File: src/rtl/bin2bcd_seq.sv
// Sequential binary-to-BCD converter (shift-and-add-3, one bit per clock).
// Accepts an operand on start while idle and converts it over W cycles.
// It then pulses done for one cycle with the result held on bcd/neg.
// With SIGNED=1 the operand is two's complement: bcd is the magnitude and neg is the sign.
module bin2bcd_seq #(
  parameter int W      = 8,
  parameter int DIGITS = 3,
  parameter int SIGNED = 0
) (
  input  logic                  clk,
  input  logic                  rst,
  input  logic                  start,
  input  logic [W-1:0]          bin,
  output logic                  ready,
  output logic                  done,
  output logic [4*DIGITS-1:0]   bcd,
  output logic                  neg
);

  localparam int SW = 4 * DIGITS;
  localparam int CW = $clog2(W);
  localparam logic [W-1:0]  ONE_W   = W'(1);
  localparam logic [CW-1:0] CNT_TOP = CW'(W - 1);
  localparam logic [CW-1:0] CNT_ONE = CW'(1);

  typedef enum logic [1:0] {
    IDLE = 2'd0,
    CONV = 2'd1,
    DONE = 2'd2
  } state_t;

  state_t          r_state;
  logic [W-1:0]    r_bin;
  logic [SW-1:0]   r_scratch;
  logic [CW-1:0]   r_cnt;
  logic            r_neg_q;
  logic [SW-1:0]   r_bcd;
  logic            r_neg;
  logic            r_done;

  logic            w_is_neg;
  logic [W-1:0]    w_mag;
  logic [SW-1:0]   w_adj;
  logic [SW-1:0]   w_scr_next;

  // A negative operand is replaced by its magnitude; -2^(W-1) still fits in W unsigned bits.
  assign w_is_neg = (SIGNED != 0) && bin[W-1];
  assign w_mag    = w_is_neg ? (~bin + ONE_W) : bin;

  // Every digit gets its add-3 correction in parallel. A digit never exceeds 9 here, so 4 bits are enough.
  genvar gi;
  generate
    for (gi = 0; gi < DIGITS; gi++) begin : g_digit
      assign w_adj[4*gi +: 4] = (r_scratch[4*gi +: 4] >= 4'd5) ?
                                (r_scratch[4*gi +: 4] + 4'd3) :
                                 r_scratch[4*gi +: 4];
    end
  endgenerate

  // Shift the adjusted scratch left and bring in the next operand MSB.
  // The bit shifted out of the top digit is always zero when DIGITS is sized correctly.
  assign w_scr_next = SW'({w_adj, r_bin[W-1]});

  // Control FSM together with the datapath and output registers.
  always_ff @(posedge clk) begin
    if (rst) begin
      r_state   <= IDLE;
      r_bin     <= '0;
      r_scratch <= '0;
      r_cnt     <= '0;
      r_neg_q   <= 1'b0;
      r_bcd     <= '0;
      r_neg     <= 1'b0;
      r_done    <= 1'b0;
    end else begin
      r_done <= 1'b0;
      case (r_state)
        IDLE: begin
          if (start) begin
            r_bin     <= w_mag;
            r_neg_q   <= w_is_neg;
            r_scratch <= '0;
            r_cnt     <= CNT_TOP;
            r_state   <= CONV;
          end
        end
        CONV: begin
          r_scratch <= w_scr_next;
          r_bin     <= {r_bin[W-2:0], 1'b0};
          r_cnt     <= r_cnt - CNT_ONE;
          if (r_cnt == '0) begin
            r_bcd   <= w_scr_next;
            r_neg   <= r_neg_q;
            r_done  <= 1'b1;
            r_state <= DONE;
          end
        end
        DONE: begin
          r_state <= IDLE;
        end
        default: begin
          r_state <= IDLE;
        end
      endcase
    end
  end

  assign ready = (r_state == IDLE) && !rst;
  assign done  = r_done;
  assign bcd   = r_bcd;
  assign neg   = r_neg;

endmodule

File: config.mk
export PLATFORM = sky130hd
export DESIGN_NAME = bin2bcd_seq
export DESIGN_NICKNAME = d
export VERILOG_FILES = /design/src/rtl/bin2bcd_seq.sv
export SDC_FILE = /design/constraint.sdc
export NUM_CORES = 1
export LEC_CHECK = 0
export CAP_MARGIN = 40
export CORE_MARGIN = 4
export CORE_UTILIZATION = 54
export CTS_BUF_LIST = sky130_fd_sc_hd__clkbuf_4 sky130_fd_sc_hd__clkbuf_8 sky130_fd_sc_hd__clkbuf_16
export DETAILED_ROUTE_END_ITERATION = 7
export PLACE_DENSITY = 0.79
export SYNTH_ARGS = -nofsm -noshare
export SYNTH_HDL_FRONTEND = slang
export SYNTH_SLANG_ARGS = --single-unit
File: constraint.sdc
create_clock -name clk -period 1.9 [get_ports clk]
set_clock_uncertainty 0.05 [all_clocks]
set_input_delay 0.19 -clock clk [delete_from_list [all_inputs] [get_ports clk]]
set_output_delay 0.19 -clock clk [all_outputs]
set_load 0.01 [all_outputs]
### After elaboration in Yosys (flattened, before gate mapping)

Cells that the tools add are included.

| cells by class | value |
|---|---|
| reductions and logical operators | 9 |
| eq/ne operators | 3 |
| $add $sub $neg | 4 |
| mux-type cells | 13 |
| $lt $le $gt $ge | 3 |
| bitwise logic cells | 1 |

Operators with widths:

| cell | count |
|---|---|
| one-hot mux 12 bit (2 select lines) | 1 |
| one-hot mux 8 bit (2 select lines) | 1 |
| >= comparator 4 x 3 -> 1 bit (second input constant) | 3 |
| two-way mux 12 bit | 1 |
| adder 4 x 2 -> 4 bit (second input constant) | 2 |
| two-way mux 4 bit | 2 |
| two-way mux 8 bit | 1 |
| two-way mux 3 bit | 2 |
| one-hot mux 3 bit (2 select lines) | 1 |
| AND reduction 2 bit | 3 |
| two-way mux 2 bit | 2 |
| != test 2 bit (second input constant) | 2 |
| one-hot mux 2 bit (2 select lines) | 1 |
| adder 3 x 2 -> 3 bit (second input constant) | 1 |
| logical NOT 3 bit | 1 |
| subtractor 3 x 1 -> 3 bit (second input constant) | 1 |
| == test 2 x 1 -> 1 bit (second input constant) | 1 |
| logical NOT 2 bit | 1 |
| nonzero test 2 bit | 1 |
| OR reduction 2 bit | 1 |
| logical AND 1 bit | 1 |
| logical NOT 1 bit | 1 |
| two-way mux 1 bit | 1 |
| inverter 1 bit | 1 |

| storage, ports and cells | value |
|---|---|
| flip-flop bits (word level) | 38 |
| input bits | 11 |
| logic and storage cells | 39 |
| output and inout port bits | 15 |

### Depth between registers and ports, before layout

Gate-level depths: netlist (run 1).

| depth | value |
|---|---|
| depth in word-level cells | 3 |
| gate-level depth with buffers | 7 |
| mapped depth without buffers | 6 |

### Worst setup path after synthesis (run 1)

OpenSTA, ideal clock, no wires.

| timing path | value |
|---|---|
| path kind | register to register |
| start point | register r_scratch[4] |
| end point | register r_bcd[6], in the netlist bcd[6] |
| arrival | 1.384 ns |
| stages on the path, launching flop included | 7 |
| path buffers | 0 |
| clock period less this slack | 1.507 ns |
| setup time | 0.073 ns |
| data required time | 1.777 ns |
| setup slack | 0.393 ns |
| path through | dfxtp_1 -> inv_1 -> ha_1 -> nand2b_1 -> a21oi_1 -> mux2_2 -> o22ai_2 |

| on the way | value |
|---|---|
| cells in the longest elaborated chain, start to end | 2 |
| elaborated cells between the ends (all ways) | 3 |
| those cells by class | 1 x add/sub; 1 x order compare; 1 x mux |

RTL lines:

| element | RTL line | source |
|---|---|---|
| from (decl) | 34 | `logic [SW-1:0] r_scratch;` |
| from (signal assigned) | 88 | `r_scratch <= w_scr_next;` |
| adder 4 x 2 -> 4 bit / >= comparator 4 x 3 -> 1 bit (equally long branches) | 55, 54 |  |
| two-way mux 4 bit (*) | 54 | `assign w_adj[4*gi +: 4] = (r_scratch[4*gi +: 4] >= 4'd5) ?` |
| to (signal assigned) | 92 | `r_bcd <= w_scr_next;` |
| to (decl) | 37 | `logic [SW-1:0] r_bcd;` |

Every way passes the cells marked *; elsewhere a longest branch is shown, timed or not.
A chain may end at the register's enable or synchronous reset.

### Worst setup path after layout (run 1)

| timing path | value |
|---|---|
| start point | register r_state[1] |
| end point | output ready |

| on the way | value |
|---|---|
| cells in the longest elaborated chain, start to end | 2 |

RTL lines:

| element | RTL line | source |
|---|---|---|
| from (decl) | 32 | `state_t r_state;` |
| from (signal assigned) | 67 | `r_state <= IDLE;` |
| from (signal assigned) | 84 | `r_state <= CONV;` |
| from (signal assigned) | 95 | `r_state <= DONE;` |
| logical NOT 2 bit | 108 | `assign ready = (r_state == IDLE) && !rst;` |
| logical AND 1 bit | 108 |  |
| to (decl) | 14 | `output logic ready,` |

No other way between the ends.

==> results of run 1 <==
[cell usage in the layout (no fill, tap or decap)]
master	synthesis	final
buf_12	0	1
a32oi_1	3	3
nand2_1	2	2
clkbuf_8	0	3
nor3_1	2	1
clkbuf_4	0	5
and3_4	1	1
conb_1	1	1
a221oi_1	2	2
a22oi_1	2	2
a21oi_1	21	21
nor2_1	28	28
a311oi_1	1	1
o32ai_1	8	8
o21ai_0	3	3
mux2i_1	1	1
nand2b_1	13	13
o22ai_2	5	5
clkdlybuf4s50_1	0	24
o221a_2	4	4
nor3b_1	5	5
buf_4	2	5
inv_1	18	18
nor3_2	0	1
xnor2_1	3	3
o21ba_2	1	1
mux2_2	3	3
dfxtp_1	38	38
and2b_1	1	1
nor2b_1	2	2
o31ai_1	3	3
o22ai_1	1	1
o21bai_1	1	1
a2111oi_0	2	2
a211oi_1	5	5
ha_1	8	8
nand3b_1	2	2
[final timing paths]
path | start | endpoint | slack, ns | cells past startpoint
worst max-delay path | r_state[1] | ready | 0.12 | 2
worst min-delay path | r_cnt[0] | r_cnt[0] | 0.41 | 2
worst max register to register | r_scratch[4] | bcd[6] | 0.21 | 6
worst min register to register | r_cnt[0] | r_cnt[0] | 0.41 | 2
[stage by stage]
step,hold slack (ns),std cells,setup WS (ns),util (%)
5_1_grt,0.436,274,0.0484,65.8
4_1_cts,0.419,274,0.0456,65.8
6_report,0.414,274,0.121,65.8
3_3_place_gp,0.389,266,0.0659,63.3
2_1_floorplan,0.382,207,0.393,-
3_5_place_dp,0.403,266,0.0849,63.3
[metal layers]
layer  vias up  global-route usage, %  wire [microns]
met5         -                      0               0
li1        768                      -               -
met1       712                   24.2            1800
met3         7                   4.38             143
met4         0                   8.38              57
met2        26                   30.2            1700
[flip-flops by register name (all words and copies together), names as in the netlist]
name,count
r_scratch,12
bcd,12
done,1
r_state,2
r_cnt,3
r_bin,8
[worst min-delay path: stages (launching register included)]
cell	delay (ns)
dfxtp_1	0.33
nand2_1	0.05
a21oi_1	0.05
[final cells by class]
type / instances / area, sq um
fillers: 278 / 1140
multi-input cells: 134 / 933
flip-flops and latches: 38 / 761
repair buffers: 30 / 298
clock buffers: 8 / 78.8
inverters: 18 / 67.6
well taps: 46 / 57.6
[power breakdown]
part / internal [mW] / leakage [nW] / switching, mW
clock: 0.253 / 0.0446 / 0.260
combinational: 0.133 / 0.438 / 0.147
sequential: 0.842 / 0.310 / 0.0322
[logic make-up (layout without fill, tap and decap cells)]
family,count (synthesis),in the layout,synth area share (%)
other,1,1,0.202
AOI/OAI and AO/OA,62,62,25.2
DFF,38,38,41.1
xor gates and xnor gates,3,3,1.42
adders and majority gates,8,8,5.40
muxes,4,4,2.36
and+or+nand+nor,56,56,15.5
buffers and inverters,35,56,8.84
[synth_stat cells, types with 4 or more instances]
master,n
nor2_1,28
nor3b_1,5
dfxtp_1,38
o32ai_1,8
ha_1,8
inv_1,18
a21oi_1,21
a211oi_1,5
clkbuf_1,10
o221a_2,4
o22ai_2,5
nand2b_1,13
[timing repair]
action                                  in CTS  in global routing
pin swaps                                    0                  1
gates resized for setup                      1                  0
hold endpoints to repair                     0                  0
endpoints found under the setup margin       1                  1
==> summary.md, run 1 <==
| Metric | Value |
|---|---|
| Mapped Cells | `207` |
| Clock Pin Slew Worst Setup and Hold Paths | `0.11 ns` |
| Max-cap viol count | `0` |
| Leak | `0.793 nW` |
| CTS root buffer | `clkbuf_4` |
| Number of global-route vias before repair | `between 1000 and 1500` |
| Via density | `5.52` |
| Number of setup violations in the final report | `0` |
| Count of final hold-check violations | `0` |
| CP endpoint kind | `primary output` |
| Clock Path Buffers | `2` |
| Drt drc | `0` |
| First-pass GRT wire length | `6340 microns` |
| Die area | `4430 sq um` |
| Fin area | `~2200 sq um` |
| Routed len/inst | `about 14 microns` |
| CTS tree | `done` |
| Crit path buf inv count | `1` |
| Starting DRT DRC Count | `89` |
| Ranking of synthesized cells by area | `dfxtp_1 41%, a21oi_1 5.7%, nor2_1 5.7%, ha_1 5.4%, nand2b_1 4.4%` |
| Crit-path cells | `nor3_2 -> clkdlybuf4s50_1` |
| Largest net degree at the start of global routing | `39` |
| EDFF count, synth | `0` |
| Setup TNS | `0 ns` |
| Later-pin clock latency in the skew report | `around 0.34 ns` |
| Avg Cell Area, Syn | `8.95 sq um` |
| Core Region | `3340 sq um` |
| Clk sinks | `38` |
| CP Max Fanout | `6` |
| FFs w/ async S/R, synth | `0%` |
| Slowest stage delay, CP | `0.58 ns` |
| CP delay by family, top | `buffers and inverters` |
| TritonRoute pass-1 iters | `4` |
| Hold Path Class | `flop to flop` |
| Yosys top cell by area | `dfxtp_1` |
| Critical path's slowest cell | `clkdlybuf4s50_1` |
| Fmax | `562 MHz` |
| RSZ-0062 raised after global routing | `no` |
| Vias | `1513` |
| VDD IR max | `420 uV` |
| GRT Util Overall | `18.9%` |
| Post-CTS Setup Inserts | `0` |
| DIE HEIGHT | `66.6 microns` |
| I/O Buffers | `24` |
| PD cells | `759 nW/um^2` |
| Ports | `26` |
| CP arrival | `1.54 ns` |
| Row count | `21` |
| Synth Flop Type | `dfxtp_1` |
| Cts hold-fix bufs | `0` |
| Initial antenna violation count | `0` |
| Post-synth top area share | `about two fifths` |
| Status | `finished clean` |
| Ys Warns | `0` |
| Layout Nets | `about 250` |
| Post-DP Area | `2110 sq um` |
| Final ANT Viol Nets | `0` |
| Count of different cell masters after synthesis | `35` |
| Crit share post-route | `93.6%` |
| Crit path time final | `1.78 ns` |
| Max-slew violations | `0` |
| Setup Crit Path Kind | `flop to primary output` |
| Ant. Diodes | `0` |
| HPWL after DPL | `2650 microns` |
| Power Total | `1.67 mW` |
| CTS Buf Count | `5` |
| H-tree levels | `2` |
| Layout cells sized above 1 | `12.7%` |
| Post-Syn Nets | `roughly 230` |
| Die Wd | `~67 microns` |
| Total congestion overflow | `0` |
| P&R area growth vs syn | `18.5%` |
| Initial Utilization | `55.5%` |
| Final wirelength | `3710 microns` |
| Synthesized flop and latch total | `38` |
| Cell Area, Synth | `1850 sq um` |
| CP startpoint kind | `flop` |
| Seq/Total Area, Yosys | `41.1%` |
| GPL Wtd Cong | `0.752` |
| Critical path required time | `approximately 1.7 ns` |
Note: power is estimated with default switching activity, not from simulation.
==> run 2: changes to the inputs <==
--- a/config.mk
+++ b/config.mk
@@ -6,7 +6,7 @@
 export NUM_CORES = 1
 export LEC_CHECK = 0
 export CAP_MARGIN = 40
-export CORE_MARGIN = 4
+export CORE_MARGIN = 5
 export CORE_UTILIZATION = 54
 export CTS_BUF_LIST = sky130_fd_sc_hd__clkbuf_4 sky130_fd_sc_hd__clkbuf_8 sky130_fd_sc_hd__clkbuf_16
 export DETAILED_ROUTE_END_ITERATION = 7
==> summary.md, run 2 (synthesis gave the netlist of run 1 again) <==
| Metric | Value |
|---|---|
| Clock Path Buffers | `2 (unchanged)` |
| Largest net degree at the start of global routing | `25 (was 39)` |
| RSZ-0062 raised after global routing | `no (unchanged)` |
| Clk pwr share | `26.6% (was 30.7%)` |
| CP arrival | `1.54 ns (about the same)` |
| Hold Path Depth | `2 (unchanged)` |
| Min-Delay Startpoint | `r_cnt[0] (unchanged)` |
| Flop pwr share | `55.7% (was 52.4%)` |
| Hold Path Class | `flop to flop (unchanged)` |
| Finished Core Util | `65.1% (was 65.8%)` |
| CP endpoint kind | `primary output (unchanged)` |
| Register area | `761 sq um (unchanged)` |
| Routed len/inst | `13.7 microns (was 13.5 microns)` |
| Row count | `21 (unchanged)` |
| GPL Wtd Cong | `0.784 (was 0.752)` |
| DIE HEIGHT | `68.6 microns (was 66.6 microns)` |
| Area of the multi-input gates | `933 sq um (unchanged)` |
| Dpl ws | `0.147 ns (was 0.0849 ns)` |
| TritonRoute pass-1 iters | `7 (was 4)` |
| Most frequent cells in the layout | `38 x dfxtp_1, 28 x nor2_1, 24 x clkdlybuf4s50_1, 21 x a21oi_1, 18 x inv_1 (unchanged)` |
| CTS tree | `done (unchanged)` |
| Crit path time final | `1.78 ns (about the same)` |
| Critical path required time | `1.66 ns (about the same)` |
| Die Wd | `68.6 microns (was 66.6 microns)` |
| CTS Buf Count | `5 (unchanged)` |
| GRT Util Overall | `18.2% (was 18.9%)` |
| CTS root buffer | `clkbuf_4 (unchanged)` |
| R2R depth | `4 (was 6)` |
| Setup TNS | `0 ns (unchanged)` |
| Die area | `4700 sq um (was 4430 sq um)` |
| NetSw | `0.426 mW (was 0.439 mW)` |
| Setup Crit Path Kind | `flop to primary output (unchanged)` |
| Post-CTS Setup Inserts | `0 (unchanged)` |
| Ports | `26 (unchanged)` |
| CP startpoint kind | `flop (unchanged)` |
| Total congestion overflow | `0 (unchanged)` |
| First-pass GRT wire length | `6330 microns (was 6340 microns)` |
| Layout cells sized above 1 | `13.1% (was 12.7%)` |
| PD cells | `722 nW/um^2 (was 759 nW/um^2)` |
| Later-pin clock latency in the skew report | `0.35 ns (was 0.34 ns)` |
| P&R area growth vs syn | `17.2% (was 18.5%)` |
| Crit. Startpoint | `r_state[0] (was r_state[1])` |
| Commonest non-fill, non-tap cell in the layout | `dfxtp_1 (unchanged)` |
| Drt drc | `0 (unchanged)` |
| Final wirelength | `3760 microns (was 3710 microns)` |
| Starting DRT DRC Count | `91 (was 89)` |
| Sw Share | `27.2% (was 26.3%)` |
| Max-cap viol count | `0 (unchanged)` |
| H-tree levels | `2 (unchanged)` |
| Number of setup violations in the final report | `0 (unchanged)` |
| Layout Nets | `248 (was 246)` |
| Crit share post-route | `93.7% (was 93.6%)` |
| Via density | `5.41 (was 5.52)` |
| Vias | `1489 (was 1513)` |
| Ant. Diodes | `0 (unchanged)` |
| VDD IR max | `483 uV (was 420 uV)` |
| Clk sinks | `38 (unchanged)` |
| Share of total power in combinational logic | `17.7% (was 16.8%)` |
| Status | `finished clean (unchanged)` |
| I/O Buffers | `24 (unchanged)` |
| Max-slew violations | `0 (unchanged)` |
| Initial antenna violation count | `0 (unchanged)` |
| Final ANT Viol Nets | `0 (unchanged)` |
| Count of final hold-check violations | `0 (unchanged)` |
| Cts hold-fix bufs | `0 (unchanged)` |
| CP Max Fanout | `9 (was 6)` |
| Final WS setup | `0.119 ns (was 0.121 ns)` |
| Clock Pin Slew Worst Setup and Hold Paths | `0.11 ns (about the same)` |
| Reg-to-Reg Start | `r_state[0] (was r_scratch[4])` |
| Fill cells | `304 (was 278)` |
| Leak | `0.786 nW (was 0.793 nW)` |
| Initial Utilization | `55.5% (unchanged)` |
| Core Region | `3340 sq um (unchanged)` |
| Fmax | `561 MHz (was 562 MHz)` |
| Internal power | `1.14 mW (was 1.23 mW)` |
| Number of global-route vias before repair | `1440 (was 1413)` |
| HPWL after DPL | `2700 microns (was 2650 microns)` |
run 2: critical path, stage by stage, from the launching register on:
cell and delay, ns:
dfxtp_1 0.42, nor3_2 0.19, clkdlybuf4s50_1 0.58
run 2: path summary, 6_finish.rpt:
check                                 to  slack, ns
worst max-delay path               ready       0.12
worst min-delay path            r_cnt[0]       0.41
worst max register to register    bcd[6]       0.22
worst min register to register  r_cnt[0]       0.41
run 2: per-layer routing:
metal  vias to the layer above  wire length (microns)  GRT usage (%)
li1                        768                      -              -
met1                       683                   1840           21.6
met4                         0                     54           6.70
met5                         -                      0              0
met3                         7                    169           6.16
met2                        31                   1700           30.3
run 2: area by class of cell:
type                            count  share of cell area (%)
Clock buffer                        7                    2.42
Inverter                           18                    3.11
Multi-Input combinational cell    134                    43.0
Sequential cell                    38                    35.0
Tap cell                           46                    2.65
Timing Repair Buffer               32                    13.8
run 2: through the flow:
stage | hold WS (ns) | total power, mW | area (sq um) | std cells
2_1_floorplan | 0.382 | 1.08 | 1850 | 207
3_3_place_gp | 0.388 | 1.17 | 2110 | 268
3_5_place_dp | 0.397 | 1.17 | 2110 | 268
4_1_cts | 0.410 | 1.59 | 2170 | 275
5_1_grt | 0.432 | 1.65 | 2170 | 275
6_report | 0.409 | 1.57 | 2170 | 275
run 2: power by group through the flow:
stage          clock (mW)  combinational (mW)  sequential, mW
6_report            0.417               0.278           0.874
5_1_grt             0.461               0.312           0.880
4_1_cts             0.434               0.281           0.874
3_5_place_dp            0               0.279           0.892
3_3_place_gp            0               0.276           0.891
2_1_floorplan           0               0.195           0.888
run 2: timing repair:
| action | 4_1_cts | 5_1_grt |
|---|---|---|
| pin swaps | 0 | 1 |
| setup endpoints to repair | 1 | 1 |
| resized for setup | 1 | 0 |
==> run 3: changes to the inputs <==
--- a/config.mk
+++ b/config.mk
@@ -11,6 +11,8 @@
 export CTS_BUF_LIST = sky130_fd_sc_hd__clkbuf_4 sky130_fd_sc_hd__clkbuf_8 sky130_fd_sc_hd__clkbuf_16
 export DETAILED_ROUTE_END_ITERATION = 7
 export PLACE_DENSITY = 0.79
+export RECOVER_POWER = 25
 export SYNTH_ARGS = -nofsm -noshare
 export SYNTH_HDL_FRONTEND = slang
 export SYNTH_SLANG_ARGS = --single-unit
+export TNS_END_PERCENT = 20
==> constraint.sdc (replaced) <==
create_clock -name clk -period 2.01 [get_ports clk]
set_clock_uncertainty 0.05 [all_clocks]
set_input_delay 0.201 -clock clk [delete_from_list [all_inputs] [get_ports clk]]
set_output_delay 0.201 -clock clk [all_outputs]
set_load 0.01 [all_outputs]
==> summary.md, run 3 (synthesis gave the netlist of run 1 again) <==
| Metric | Value |
|---|---|
| Drt drc | `0 (unchanged)` |
| Fmax | `569 MHz` |
| P&R area growth vs syn | `17.3% (was 17.2%)` |
| GRT Util Overall | `18.6% (was 18.2%)` |
| First-pass GRT wire length | `6500 microns (was 6330 microns)` |
| Ports | `26 (unchanged)` |
| Ant. Diodes | `0 (unchanged)` |
| VDD IR max | `529 uV (was 483 uV)` |
| Hold Path Class | `flop to flop (unchanged)` |
| Post-CTS Setup Inserts | `0 (unchanged)` |
| CP endpoint kind | `flop (was primary output)` |
| Critical path's slowest cell | `dfxtp_1 (was clkdlybuf4s50_1)` |
| Crit share post-route | `87.5%` |
| RSZ-0062 raised after global routing | `no (unchanged)` |
| TritonRoute pass-1 iters | `5 (was 7)` |
| CP startpoint kind | `flop (unchanged)` |
| Initial Utilization | `55.5% (unchanged)` |
| H-tree levels | `2 (unchanged)` |
| Setup TNS | `0 ns (unchanged)` |
| GR Layer Usage met1 | `24.2% (was 21.6%)` |
| Hold Path Depth | `2 (unchanged)` |
| Core Region | `3340 sq um (unchanged)` |
| Number of global-route vias before repair | `1442 (was 1440)` |
| Final ANT Viol Nets | `0 (unchanged)` |
| Status | `finished clean (unchanged)` |
| I/O Buffers | `24 (unchanged)` |
| CP Max Fanout | `13 (was 9)` |
| Critical path required time | `2.19 ns (was 1.66 ns)` |
| Vias | `1516 (was 1489)` |
| CTS tree | `done (unchanged)` |
| Commonest non-fill, non-tap cell in the layout | `dfxtp_1 (unchanged)` |
| R2R depth | `5 (was 4)` |
| Clock Pin Slew Worst Setup and Hold Paths | `0.11 ns (about the same)` |
| CTS Buf Count | `5 (unchanged)` |
| Later-pin clock latency in the skew report | `0.34 ns (was 0.35 ns)` |
| GR peak layer | `met2 (unchanged)` |
| CTS root buffer | `clkbuf_4 (unchanged)` |
| Count of final hold-check violations | `0 (unchanged)` |
| Number of setup violations in the final report | `0 (unchanged)` |
| Dpl ws | `0.260 ns (was 0.147 ns)` |
| Layout Nets | `248 (unchanged)` |
| Final WS setup | `0.252 ns (was 0.119 ns)` |
| Clk sinks | `38 (unchanged)` |
| Slowest stage delay, CP | `0.48 ns (was 0.58 ns)` |
| Largest net degree at the start of global routing | `22 (was 25)` |
| Initial antenna violation count | `0 (unchanged)` |
| Max-cap viol count | `0 (unchanged)` |
| Routed len/inst | `14.1 microns (was 13.7 microns)` |
| Die Wd | `68.6 microns (unchanged)` |
| Setup Crit Path Kind | `flop to flop (was flop to primary output)` |
| Starting DRT DRC Count | `85 (was 91)` |
| Clock Path Buffers | `2 (unchanged)` |
| Met3 Track Usage GR | `5.67% (was 6.16%)` |
| Row count | `21 (unchanged)` |
| Most frequent cells in the layout | `38 x dfxtp_1, 28 x nor2_1, 22 x clkdlybuf4s50_1, 21 x a21oi_1, 18 x inv_1 (was 38 x dfxtp_1, 28 x nor2_1, 24 x clkdlybuf4s50_1, 21 x a21oi_1, 18 x inv_1)` |
| Leak | `0.799 nW (was 0.786 nW)` |
| Via density | `5.49 (was 5.41)` |
| Crit-path cells | `clkbuf_1 -> o21ba_2 -> o31ai_1 -> a32oi_1 -> nor2_1 (was nor3_2 -> clkdlybuf4s50_1)` |
| HPWL after DPL | `2760 microns (was 2700 microns)` |
| Final wirelength | `3900 microns (was 3760 microns)` |
| Max-slew violations | `0 (unchanged)` |
| Total congestion overflow | `0 (unchanged)` |
| Crit path time final | `between 1.5 and 2 ns` |
| PD cells | `696 nW/um^2 (was 722 nW/um^2)` |
| CP arrival | `1.94 ns (was 1.54 ns)` |
| DIE HEIGHT | `68.6 microns (unchanged)` |
| Die area | `4700 sq um (unchanged)` |
| Layout cells sized above 1 | `12.2% (was 13.1%)` |
| Worst R2R Setup Slack | `0.25 ns (was 0.22 ns)` |
| Met2 Use GR | `28.8% (was 30.3%)` |
| WHS | `0.413 ns (was 0.409 ns)` |
| GPL Wtd Cong | `0.739 (was 0.784)` |
[run 3: cell count changes in the layout (fill, tap and decap cells not counted)]
cell and delta:
clkdlybuf4s50_1 -2, dlymetal6s2s_1 +1, clkbuf_1 +2, buf_4 -2, dlygate4sd3_1 +1, nor3_1 +1, clkinv_2 +1, nor3_2 -1
clkbuf_8 +1, clkbuf_4 -1
[run 3: power breakdown]
group | internal [mW] | total, mW | leakage (nW) | switching (mW)
registers | 0.796 | 0.825 | 0.310 | 0.0294
clock network | 0.183 | 0.426 | 0.0387 | 0.243
logic | 0.120 | 0.262 | 0.450 | 0.142
total | 1.10 | 1.51 | 0.799 | 0.414
[run 3: cell type report]
| type | instances | area, sq um |
|---|---|---|
| clock inverters | 1 | 5.00 |
| repair buffers | 32 | 295 |
| flip-flops and latches | 38 | 761 |
| inverters | 18 | 67.6 |
| fillers | 307 | 1160 |
| well taps | 46 | 57.6 |
| multi-input cells | 134 | 928 |
| clock buffers | 7 | 58.8 |
[run 3: metal layers]
metal | wire [microns] | share of wire (%)
met1 | 1880 | 48
met4 | 64 | 1.6
met2 | 1760 | 45
met3 | 196 | 5.0
met5 | 0 | 0
[run 3: worst paths after layout]
| path | startpoint | endpoint |
|---|---|---|
| min reg2reg | r_cnt[0] | r_cnt[0] |
| max | r_state[0] | r_scratch[7] |
| min | r_cnt[0] | r_cnt[0] |
| max reg2reg | r_state[0] | r_scratch[7] |
[run 3: stage by stage]
step,util (%),total power [mW],cell area (sq um),instances
2_1_floorplan,-,1.02,1850,207
6_report,65.1,1.51,2170,276
4_1_cts,65.3,1.53,2180,276
5_1_grt,65.1,1.60,2170,276
3_3_place_gp,63.4,1.10,2110,268
3_5_place_dp,63.4,1.11,2110,268
[run 3: worst max-delay path: cells and delay by family, from the launching register on]
kind                   cells  cell delay [ns]
AOI/OAI and AO/OA          3             0.69
buffers and inverters      1             0.36
DFF                        1             0.48
and+or+nand+nor            1             0.05
[run 3: what timing repair did]
| item | CTS | global route |
|---|---|---|
| endpoints found under the setup margin | 0 | 1 |
| hold buffers | 0 | 0 |
| resized for setup | 0 | 1 |
